$ cat config.mk
export PLATFORM = sky130hd
export DESIGN_NAME = ps2_key_decoder
export DESIGN_NICKNAME = d
export VERILOG_FILES = /design/src/rtl/ps2_pkg.sv /design/src/rtl/ps2_frame_rx.sv /design/src/rtl/ps2_key_decoder.sv
export SDC_FILE = /design/constraint.sdc
export NUM_CORES = 1
export LEC_CHECK = 0
export ABC_AREA = 1
export BUFFER_PORTS_ARGS = -buffer_cell sky130_fd_sc_hd__buf_2
export CAP_MARGIN = 20
export CORE_MARGIN = 2
export CORE_UTILIZATION = 59
export DETAILED_ROUTE_END_ITERATION = 8
export MAX_ROUTING_LAYER = met4
export PLACE_DENSITY = 0.89
export SETUP_SLACK_MARGIN = 0.5
export SYNTH_ARGS = -nofsm -noshare
export SYNTH_HDL_FRONTEND = slang
export SYNTH_SLANG_ARGS = --single-unit
export TNS_END_PERCENT = 20
$ cat constraint.sdc
create_clock -name clk -period 2.4 [get_ports clk]
set_clock_uncertainty 0.2 [all_clocks]
set_input_delay 0 -clock clk [delete_from_list [all_inputs] [get_ports clk]]
set_output_delay 0 -clock clk [all_outputs]
set_load 0.01 [all_outputs]
$ cat src/rtl/ps2_pkg.sv
// Shared constants for the PS/2 keyboard front end: set-2 scan codes, key indices
// into the held mask, and the scan-code to key lookup.
package ps2_pkg;

    localparam logic [7:0] SC_EXT   = 8'hE0;
    localparam logic [7:0] SC_BRK   = 8'hF0;
    localparam logic [7:0] SC_UP    = 8'h75;
    localparam logic [7:0] SC_DOWN  = 8'h72;
    localparam logic [7:0] SC_LEFT  = 8'h6B;
    localparam logic [7:0] SC_RIGHT = 8'h74;
    localparam logic [7:0] SC_ENTER = 8'h5A;

    localparam int unsigned NUM_KEYS  = 5;
    localparam int unsigned KEY_UP    = 0;
    localparam int unsigned KEY_DOWN  = 1;
    localparam int unsigned KEY_LEFT  = 2;
    localparam int unsigned KEY_RIGHT = 3;
    localparam int unsigned KEY_ENTER = 4;

    typedef struct packed {
        logic       hit;
        logic [2:0] idx;
    } key_hit_t;

    // Arrows exist only as extended codes; Enter only as the plain code
    // (E0 5A is keypad Enter and is deliberately not mapped).
    function automatic key_hit_t key_lookup(input logic [7:0] code, input logic ext);
        key_hit_t r;
        r.hit = 1'b0;
        r.idx = 3'd0;
        if (ext) begin
            case (code)
                SC_UP:    begin r.hit = 1'b1; r.idx = 3'(KEY_UP);    end
                SC_DOWN:  begin r.hit = 1'b1; r.idx = 3'(KEY_DOWN);  end
                SC_LEFT:  begin r.hit = 1'b1; r.idx = 3'(KEY_LEFT);  end
                SC_RIGHT: begin r.hit = 1'b1; r.idx = 3'(KEY_RIGHT); end
                default:  ;
            endcase
        end else if (code == SC_ENTER) begin
            r.hit = 1'b1;
            r.idx = 3'(KEY_ENTER);
        end
        return r;
    endfunction

endpackage

$ cat src/rtl/ps2_frame_rx.sv
// PS/2 frame receiver: synchronises the raw bus, samples 11-bit frames on falling
// ps2_clk edges, checks start/parity/stop and abandons stalled partial frames.
module ps2_frame_rx #(
    parameter int unsigned TIMEOUT_CYCLES = 50_000
) (
    input  logic       clk,
    input  logic       rst_sys,
    input  logic       ps2_clk,
    input  logic       ps2_data,
    output logic [7:0] rx_byte,
    output logic       byte_valid,
    output logic       err
);
    import ps2_pkg::*;

    localparam int unsigned TW = $clog2(TIMEOUT_CYCLES + 1);

    logic          clk_s1_q, clk_s2_q, clk_prev_q;
    logic          dat_s1_q, dat_s2_q;
    logic          fall;
    logic [3:0]    bit_cnt_q, bit_cnt_d;
    logic [7:0]    shift_q, shift_d;
    logic          parity_q, parity_d;
    logic [TW-1:0] tmo_q, tmo_d;
    logic [7:0]    byte_q, byte_d;
    logic          valid_q, valid_d;
    logic          err_q, err_d;

    // Two-flop synchronisers plus the edge register; idle bus is high.
    always_ff @(posedge clk) begin
        if (rst_sys) begin
            clk_s1_q   <= 1'b1;
            clk_s2_q   <= 1'b1;
            clk_prev_q <= 1'b1;
            dat_s1_q   <= 1'b1;
            dat_s2_q   <= 1'b1;
        end else begin
            clk_s1_q   <= ps2_clk;
            clk_s2_q   <= clk_s1_q;
            clk_prev_q <= clk_s2_q;
            dat_s1_q   <= ps2_data;
            dat_s2_q   <= dat_s1_q;
        end
    end

    assign fall = clk_prev_q & ~clk_s2_q;

    // Bit sequencing, frame check and timeout; an edge always beats a timeout.
    always_comb begin
        bit_cnt_d = bit_cnt_q;
        shift_d   = shift_q;
        parity_d  = parity_q;
        tmo_d     = tmo_q;
        byte_d    = byte_q;
        valid_d   = 1'b0;
        err_d     = 1'b0;
        if (fall) begin
            tmo_d = '0;
            if (bit_cnt_q == 4'd0) begin
                // A high start bit is dropped so the next edge can realign.
                if (!dat_s2_q) begin
                    bit_cnt_d = 4'd1;
                end else begin
                    err_d = 1'b1;
                end
            end else if (bit_cnt_q <= 4'd8) begin
                shift_d   = {dat_s2_q, shift_q[7:1]};
                bit_cnt_d = bit_cnt_q + 4'd1;
            end else if (bit_cnt_q == 4'd9) begin
                parity_d  = dat_s2_q;
                bit_cnt_d = 4'd10;
            end else begin
                bit_cnt_d = 4'd0;
                if ((^{shift_q, parity_q}) && dat_s2_q) begin
                    byte_d  = shift_q;
                    valid_d = 1'b1;
                end else begin
                    err_d = 1'b1;
                end
            end
        end else if (bit_cnt_q != 4'd0) begin
            if (tmo_q == TW'(TIMEOUT_CYCLES - 1)) begin
                tmo_d     = '0;
                bit_cnt_d = 4'd0;
                err_d     = 1'b1;
            end else begin
                tmo_d = tmo_q + 1'b1;
            end
        end else begin
            tmo_d = '0;
        end
    end

    // Receiver state register.
    always_ff @(posedge clk) begin
        if (rst_sys) begin
            bit_cnt_q <= 4'd0;
            shift_q   <= 8'h00;
            parity_q  <= 1'b0;
            tmo_q     <= '0;
            byte_q    <= 8'h00;
            valid_q   <= 1'b0;
            err_q     <= 1'b0;
        end else begin
            bit_cnt_q <= bit_cnt_d;
            shift_q   <= shift_d;
            parity_q  <= parity_d;
            tmo_q     <= tmo_d;
            byte_q    <= byte_d;
            valid_q   <= valid_d;
            err_q     <= err_d;
        end
    end

    assign rx_byte    = byte_q;
    assign byte_valid = valid_q;
    assign err        = err_q;

endmodule

$ cat src/rtl/ps2_key_decoder.sv
// Maze-game keyboard front end: turns received set-2 bytes into single-cycle press
// pulses, tracking E0/F0 prefixes and suppressing typematic repeats.
module ps2_key_decoder #(
    parameter int unsigned TIMEOUT_CYCLES = 50_000
) (
    input  logic       clk,
    input  logic       rst_sys,
    input  logic       ps2_clk,
    input  logic       ps2_data,
    output logic       up,
    output logic       down,
    output logic       left,
    output logic       right,
    output logic       enter,
    output logic [7:0] scan_code,
    output logic       scan_valid,
    output logic       frame_err
);
    import ps2_pkg::*;

    logic [7:0]          rx_byte;
    logic                byte_valid;
    logic                rx_err;
    logic                ext_q, ext_d;
    logic                brk_q, brk_d;
    logic [NUM_KEYS-1:0] held_q, held_d;
    logic [NUM_KEYS-1:0] press;
    key_hit_t            hit;

    ps2_frame_rx #(
        .TIMEOUT_CYCLES(TIMEOUT_CYCLES)
    ) u_rx (
        .clk       (clk),
        .rst_sys   (rst_sys),
        .ps2_clk   (ps2_clk),
        .ps2_data  (ps2_data),
        .rx_byte   (rx_byte),
        .byte_valid(byte_valid),
        .err       (rx_err)
    );

    assign hit = key_lookup(rx_byte, ext_q);

    // Prefix tracking, held mask and press pulses; pulses ride on byte_valid.
    always_comb begin
        ext_d  = ext_q;
        brk_d  = brk_q;
        held_d = held_q;
        press  = '0;
        if (rx_err) begin
            ext_d = 1'b0;
            brk_d = 1'b0;
        end else if (byte_valid) begin
            if (rx_byte == SC_EXT) begin
                ext_d = 1'b1;
            end else if (rx_byte == SC_BRK) begin
                brk_d = 1'b1;
            end else begin
                ext_d = 1'b0;
                brk_d = 1'b0;
                if (hit.hit) begin
                    if (brk_q) begin
                        held_d[hit.idx] = 1'b0;
                    end else if (!held_q[hit.idx]) begin
                        press[hit.idx]  = 1'b1;
                        held_d[hit.idx] = 1'b1;
                    end
                end
            end
        end
    end

    // Decoder state register.
    always_ff @(posedge clk) begin
        if (rst_sys) begin
            ext_q  <= 1'b0;
            brk_q  <= 1'b0;
            held_q <= '0;
        end else begin
            ext_q  <= ext_d;
            brk_q  <= brk_d;
            held_q <= held_d;
        end
    end

    assign up         = press[KEY_UP];
    assign down       = press[KEY_DOWN];
    assign left       = press[KEY_LEFT];
    assign right      = press[KEY_RIGHT];
    assign enter      = press[KEY_ENTER];
    assign scan_code  = rx_byte;
    assign scan_valid = byte_valid;
    assign frame_err  = rx_err;

endmodule
Word-level counts from Yosys, hierarchy flattened
Index checks and enable logic that the tools add are counted.

operators by class
  bitwise gates (word level) = 13
  eq/ne operators = 12
  reductions and logical operators = 17
  multiplexer cells = 35
  $add $sub $neg = 2
  $lt $le $gt $ge = 3

operators by type and width
  kind                     count
  $mux W5                  9
  $eq A8 B7 Y1 const B     5
  $mux W4                  9
  $add A16 B1 Y16 const B  1
  $eq A16 B16 Y1 const B   1
  $eq A8 B8 Y1 const B     2
  $pmux W4 S4              1
  $mux W1                  14
  $not A1 Y1               9
  $reduce_xor A9 Y1        1
  $reduce_and A3 Y1        2
  $reduce_and A6 Y1        1
  $and A5 B5 Y5            1
  $not A5 Y5               1
  $or A5 B5 Y5             1
  $reduce_and A5 Y1        1
  $reduce_or A5 Y1         1
  $add A4 B1 Y4 const B    1
  $eq A4 B4 Y1 const B     1
  $le A4 B4 Y1 const B     1
  $logic_not A4 Y1         1
  $lt A3 B4 Y1 const B     1
  $ne A2 B2 Y1 const B     2
  $reduce_and A2 Y1        2
  11 further kinds         13

storage, ports and cells
  register bits after elaboration = 51
  word-level logic and storage cells = 97
  input port bits = 4

Depth between registers and ports, before layout
  depth after elaboration = 14
  depth in mapped cells = 14
  mapped depth without buffers = 14

Hierarchy
From an unflattened synthesis, not the netlist that was laid out.

unflattened totals
  cell total of the unflattened synthesis = 414
  area, all modules = 2,839.0 µm²

by module, submodules not included
  module           cells each  times used  area each (µm²)
  ps2_frame_rx     308         1           2,225.9
  ps2_key_decoder  106         1           613.1

Worst setup path after synthesis
No wires, ideal clock.

  kind = reg-to-reg
  from = register u_rx.byte_q[6], in the netlist u_rx.rx_byte[6]
  to = register with a tool-made name
  setup time = 0.059 ns
  clock period less this slack = 1.940 ns
  setup slack = 0.460 ns
  arrival time = 1.681 ns
  stages on the path, launching flop included = 12
  data required time = 2.141 ns
  cells stage by stage = dfxtp_1 -> nand2_1 -> nor2_1 -> nand2_1 -> nand2_1 -> nand2_1 -> nand2_1 -> nand2_1 -> nand2_1 -> nand3_1 -> nor3_1 -> o21a_1

RTL lines
  item                    RTL line             source
  start, declared         ps2_frame_rx.sv:25   logic [7:0] byte_q, byte_d;
  start signal, assigned  ps2_frame_rx.sv:109  byte_q <= byte_d;

Final worst setup path
  from = register u_rx.byte_q[7], in the netlist u_rx.rx_byte[7]
  to = output up

on the way
  word-level cells in the longest chain between the ends = 14
  elaborated cells between the ends (all ways) = 24
  classes of those cells = order compare (2); eq/ne (7); mux (14); reduce/logical (1)

ends and longest elaborated chain
  item                                                                RTL line                      source
  $eq A8 B7 Y1 (on tied branches)                                     ps2_pkg.sv:32, ps2_pkg.sv:39
  $pmux W4 S4 or $mux W4 (tied branches)                              ps2_pkg.sv:32, ps2_pkg.sv:39
  $mux W4                                                             ps2_pkg.sv:31                 if (ext) begin
  $lt A3 B4 Y1 (implied by the code) or $ge A3 B1 Y1 (tied branches)  ps2_key_decoder.sv:65         press[hit.idx] = 1'b1;
  $logic_and A1 B1 Y1 (implied by the code)                           ps2_key_decoder.sv:65
  $mux W1 (implied by the code)                                       ps2_key_decoder.sv:65
  $demux W1 S3                                                        ps2_key_decoder.sv:65
  $mux W5                                                             ps2_key_decoder.sv:64         end else if (!held_q[hit.idx]) begin
  $mux W5                                                             ps2_key_decoder.sv:62         if (brk_q) begin
  $mux W5                                                             ps2_key_decoder.sv:61         if (hit.hit) begin
  $mux W5                                                             ps2_key_decoder.sv:56         end else if (rx_byte == SC_BRK) begin
  $mux W5 (*)                                                         ps2_key_decoder.sv:54         if (rx_byte == SC_EXT) begin
  $mux W5 (*)                                                         ps2_key_decoder.sv:53         end else if (byte_valid) begin
  $mux W5 (*)                                                         ps2_key_decoder.sv:50         if (rx_err) begin
  end, declared                                                       ps2_key_decoder.sv:10         output logic up,

Every way passes the cells marked *; elsewhere a longest branch is shown, timed or not. The select of a mux whose other input is x is not followed.

==> metrics.txt <==
area of the multi-input gates=1560 µm²; die area=4890 µm²; initial antenna violation count=0; total gr overflow=0; fin crit share=93.3%; RSZ-0062 raised after global routing=yes; Final Hold Vio Count=0; DR DRC count=0; Crit. End Element=output port; All-Layer GR Usage=27.2%; Synth Warn #=0; Reg area=1040 µm²; reg-to-reg slack, setup=0.26 ns; top cells by area, synth=dfxtp_1 40%, nand2_1 13%, nor2_1 8.2%; critical path required time=2.20 ns; CP max FO=4; Hold Path Class=in2reg; CTS Buffer Depth=2; area grow syn2layout=33.5%; Starting Density=62.7%; Setup TNS=0 ns; first-pass GRT wire length=10500 µm; largest net degree at the start of global routing=21; vias in the first global route=2477; H-tree levels=2; Worst Hold Endpoint=u_rx.dat_s1_q$_SDFF_PP1_; Synth Cell Area=2560 µm²; clk slew on worst S/H paths=0.10 ns; Seq/Total Area, Yosys=39.8%; status=finished, final reports clean; Crit Path Class=reg2out; r2r endpoint=u_rx.rx_byte[1]$_SDFFE_PP0P_; slew of the pin with the lowest slew margin=0.421 ns; HPWL after DPL=3840 µm; Hold Slack=0.214 ns; Tmin final=2.24 ns; Slew headroom=71.7%; Post-Synthesis Cells=376; R2R depth=14; FILL cells=234; layout cells sized above 1=32.7%; fmax=446 MHz; Routed Antenna Nets=0; Hold Path Origin=ps2_data; max-slew violation count=0; core area=4090 µm²; Worst setup SP type=flop; Yosys reg bits=51; VDD IR max=368 µV; clock root cell=clkbuf_8; Inserted Diodes=0; Via Count=2847; max-capacitance violation count=0; Static Leak=1.50 nW; Pwr Density=399 nW/µm²; vias per inst=5.80; Hold Crit Depth=3; Die Y=69.9 µm; Top Ports=19; DRT Pass-1 Iters=5; DRT iter0 DRCs=325; buffers added on ports=18; synthesized area per cell=6.82 µm²; final WL=7760 µm; Die W=69.9 µm; # setup viols final=0; Synth top area share=39.8%; num rows=23; Placer Congestion=0.888; clock sink total=51; CTS buffer count=5; syn_nets=384; WP data arrival=2.04 ns; leading area contributor after synthesis=dfxtp_1; nets=448; post-synth cell types=33; worst reg2reg startpoint=u_rx.rx_byte[1]$_SDFFE_PP0P_; Avg WL per Cell=15.8 µm; Clock Latency Late Sink=0.31 ns; CTS tree=yes
[area by class of cell]
class	instances	area share (%)
multi-input cells	262	45.7
flip-flops and latches	51	30.5
repair buffers	64	13.2
inverters	56	6.43
clock buffers	7	2.23
well taps	50	1.83
clock inverters	1	0.146
[layer usage]
| metal | vias up | routed length (µm) | global-route usage (%) |
|---|---|---|---|
| met5 | - | 0 | - |
| met4 | 0 | 464 | 14.7 |
| met3 | 48 | 536 | 6.06 |
| met2 | 166 | 3760 | 44.2 |
| met1 | 1299 | 3000 | 31.2 |
| li1 | 1334 | - | - |
[cell usage in the layout (no fill, tap or decap), drive strengths merged]
master       Yosys  layout
nand2           87      87
buf              3      61
nor2            59      59
inv             56      55
dfxtp           51      51
a21oi           27      27
nand3           25      25
nor3            11      11
nand4           10      10
xor2             7       7
clkbuf           4       7
xnor2            6       6
o21ai            6       6
or2              4       4
ha               4       4
a31oi            3       3
dlygate4sd3      0       3
nor4             3       3
o211ai           2       2
clkinv           0       2
nor3b            2       2
nand3b           1       1
o2111ai          1       1
o41ai            1       1
a221oi           1       1
o21a             1       1
a211oi           1       1
[state kept, by name, summed over array words and instances (netlist names), named ones only]
register and cells:
u_rx.rx_byte 8, u_rx.shift_q 8, u_rx.bit_cnt_q 4, u_rx.tmo_q 16, u_rx.err 1, u_rx.dat_s2_q 1, ext_q 1, u_rx.clk_s1_q 1
u_rx.dat_s1_q 1, u_rx.clk_s2_q 1, u_rx.parity_q 1, u_rx.byte_valid 1, brk_q 1, u_rx.clk_prev_q 1
[cells in the mapped netlist]
library cell	number
a21oi_1	27
inv_1	41
o41ai_1	1
nand3b_1	1
a31oi_1	3
nor2_1	56
ha_1	4
o21ai_0	4
o2111ai_1	1
or2_2	4
o21ai_1	2
nand2_1	86
nor3_1	10
dfxtp_1	51
nand3_4	1
nand4_1	10
nor4_1	3
xor2_1	7
inv_2	15
nor3_2	1
nand3_1	24
o21a_1	1
nor3b_1	2
nand2_2	1
xnor2_2	1
nor2_2	3
buf_6	1
o211ai_1	2
buf_2	2
clkbuf_1	4
a221oi_1	1
a211oi_1	1
xnor2_1	5
[metrics by stage]
step / utilization, % / instance area (µm²) / setup WS (ns) / power [mW] / std cells
finish: 83.8 / 3420 / 0.160 / 1.36 / 491
global route: 83.8 / 3420 / 0.0747 / 1.42 / 491
CTS: 75.0 / 3060 / 0.307 / 1.36 / 474
detailed placement: 66.4 / 2720 / 0.300 / 0.899 / 441
global placement: 66.4 / 2720 / 0.385 / 0.899 / 441
floorplan: - / 2570 / 0.514 / 0.891 / 376
[worst max-delay path by stage]
| stage | slack, ns | start | end | cells after the start |
|---|---|---|---|---|
| finish | 0.16 | u_rx.rx_byte[7]$_SDFFE_PP0P_ | up | 13 |
| global route | 0.07 | u_rx.rx_byte[7]$_SDFFE_PP0P_ | up | 13 |
| CTS | 0.31 | u_rx.rx_byte[1]$_SDFFE_PP0P_ | up | 14 |
| detailed placement | 0.30 | u_rx.rx_byte[6]$_SDFFE_PP0P_ | up | 13 |
| global placement | 0.39 | u_rx.rx_byte[6]$_SDFFE_PP0P_ | right | 13 |
| floorplan | 0.51 | u_rx.tmo_q[0]$_SDFF_PP0_ | u_rx.tmo_q[14]$_SDFF_PP0_ | 11 |
[timing repair]
| item | in CTS | in global routing |
|---|---|---|
| gates resized for setup | 23 | 61 |
| hold endpoints to repair | 16 | 0 |
| setup endpoints to repair | 26 | 47 |
| hold buffers | 3 | 0 |
| setup buffers | 22 | 17 |
| pin swaps | 11 | 21 |
[kinds of logic after synthesis]
group	share of synthesized area, %
and+or+nand+nor	34.5
buffers and inverters	9.61
DFF	39.8
AOI/OAI and AO/OA	9.37
xor gates and xnor gates	4.73
adders and majority gates	1.95
[critical path: stages (launching register included)]
cell     delay [ns]
dfxtp_2        0.38
inv_2          0.07
nand2_4        0.07
nor2_4         0.04
nand2_2        0.12
nand2_4        0.09
nand2_4        0.08
buf_4          0.10
buf_4          0.09
inv_1          0.06
nor2_1         0.28
inv_1          0.08
nor2_1         0.12
buf_2          0.14
[power breakdown]
group / switching (mW) / internal (mW) / total, mW
registers: 0.00239 / 0.845 / 0.848
logic: 0.0208 / 0.0134 / 0.0342
clock network: 0.277 / 0.205 / 0.483
total: 0.301 / 1.06 / 1.36
No activity file was read; power rests on OpenSTA's default activity.
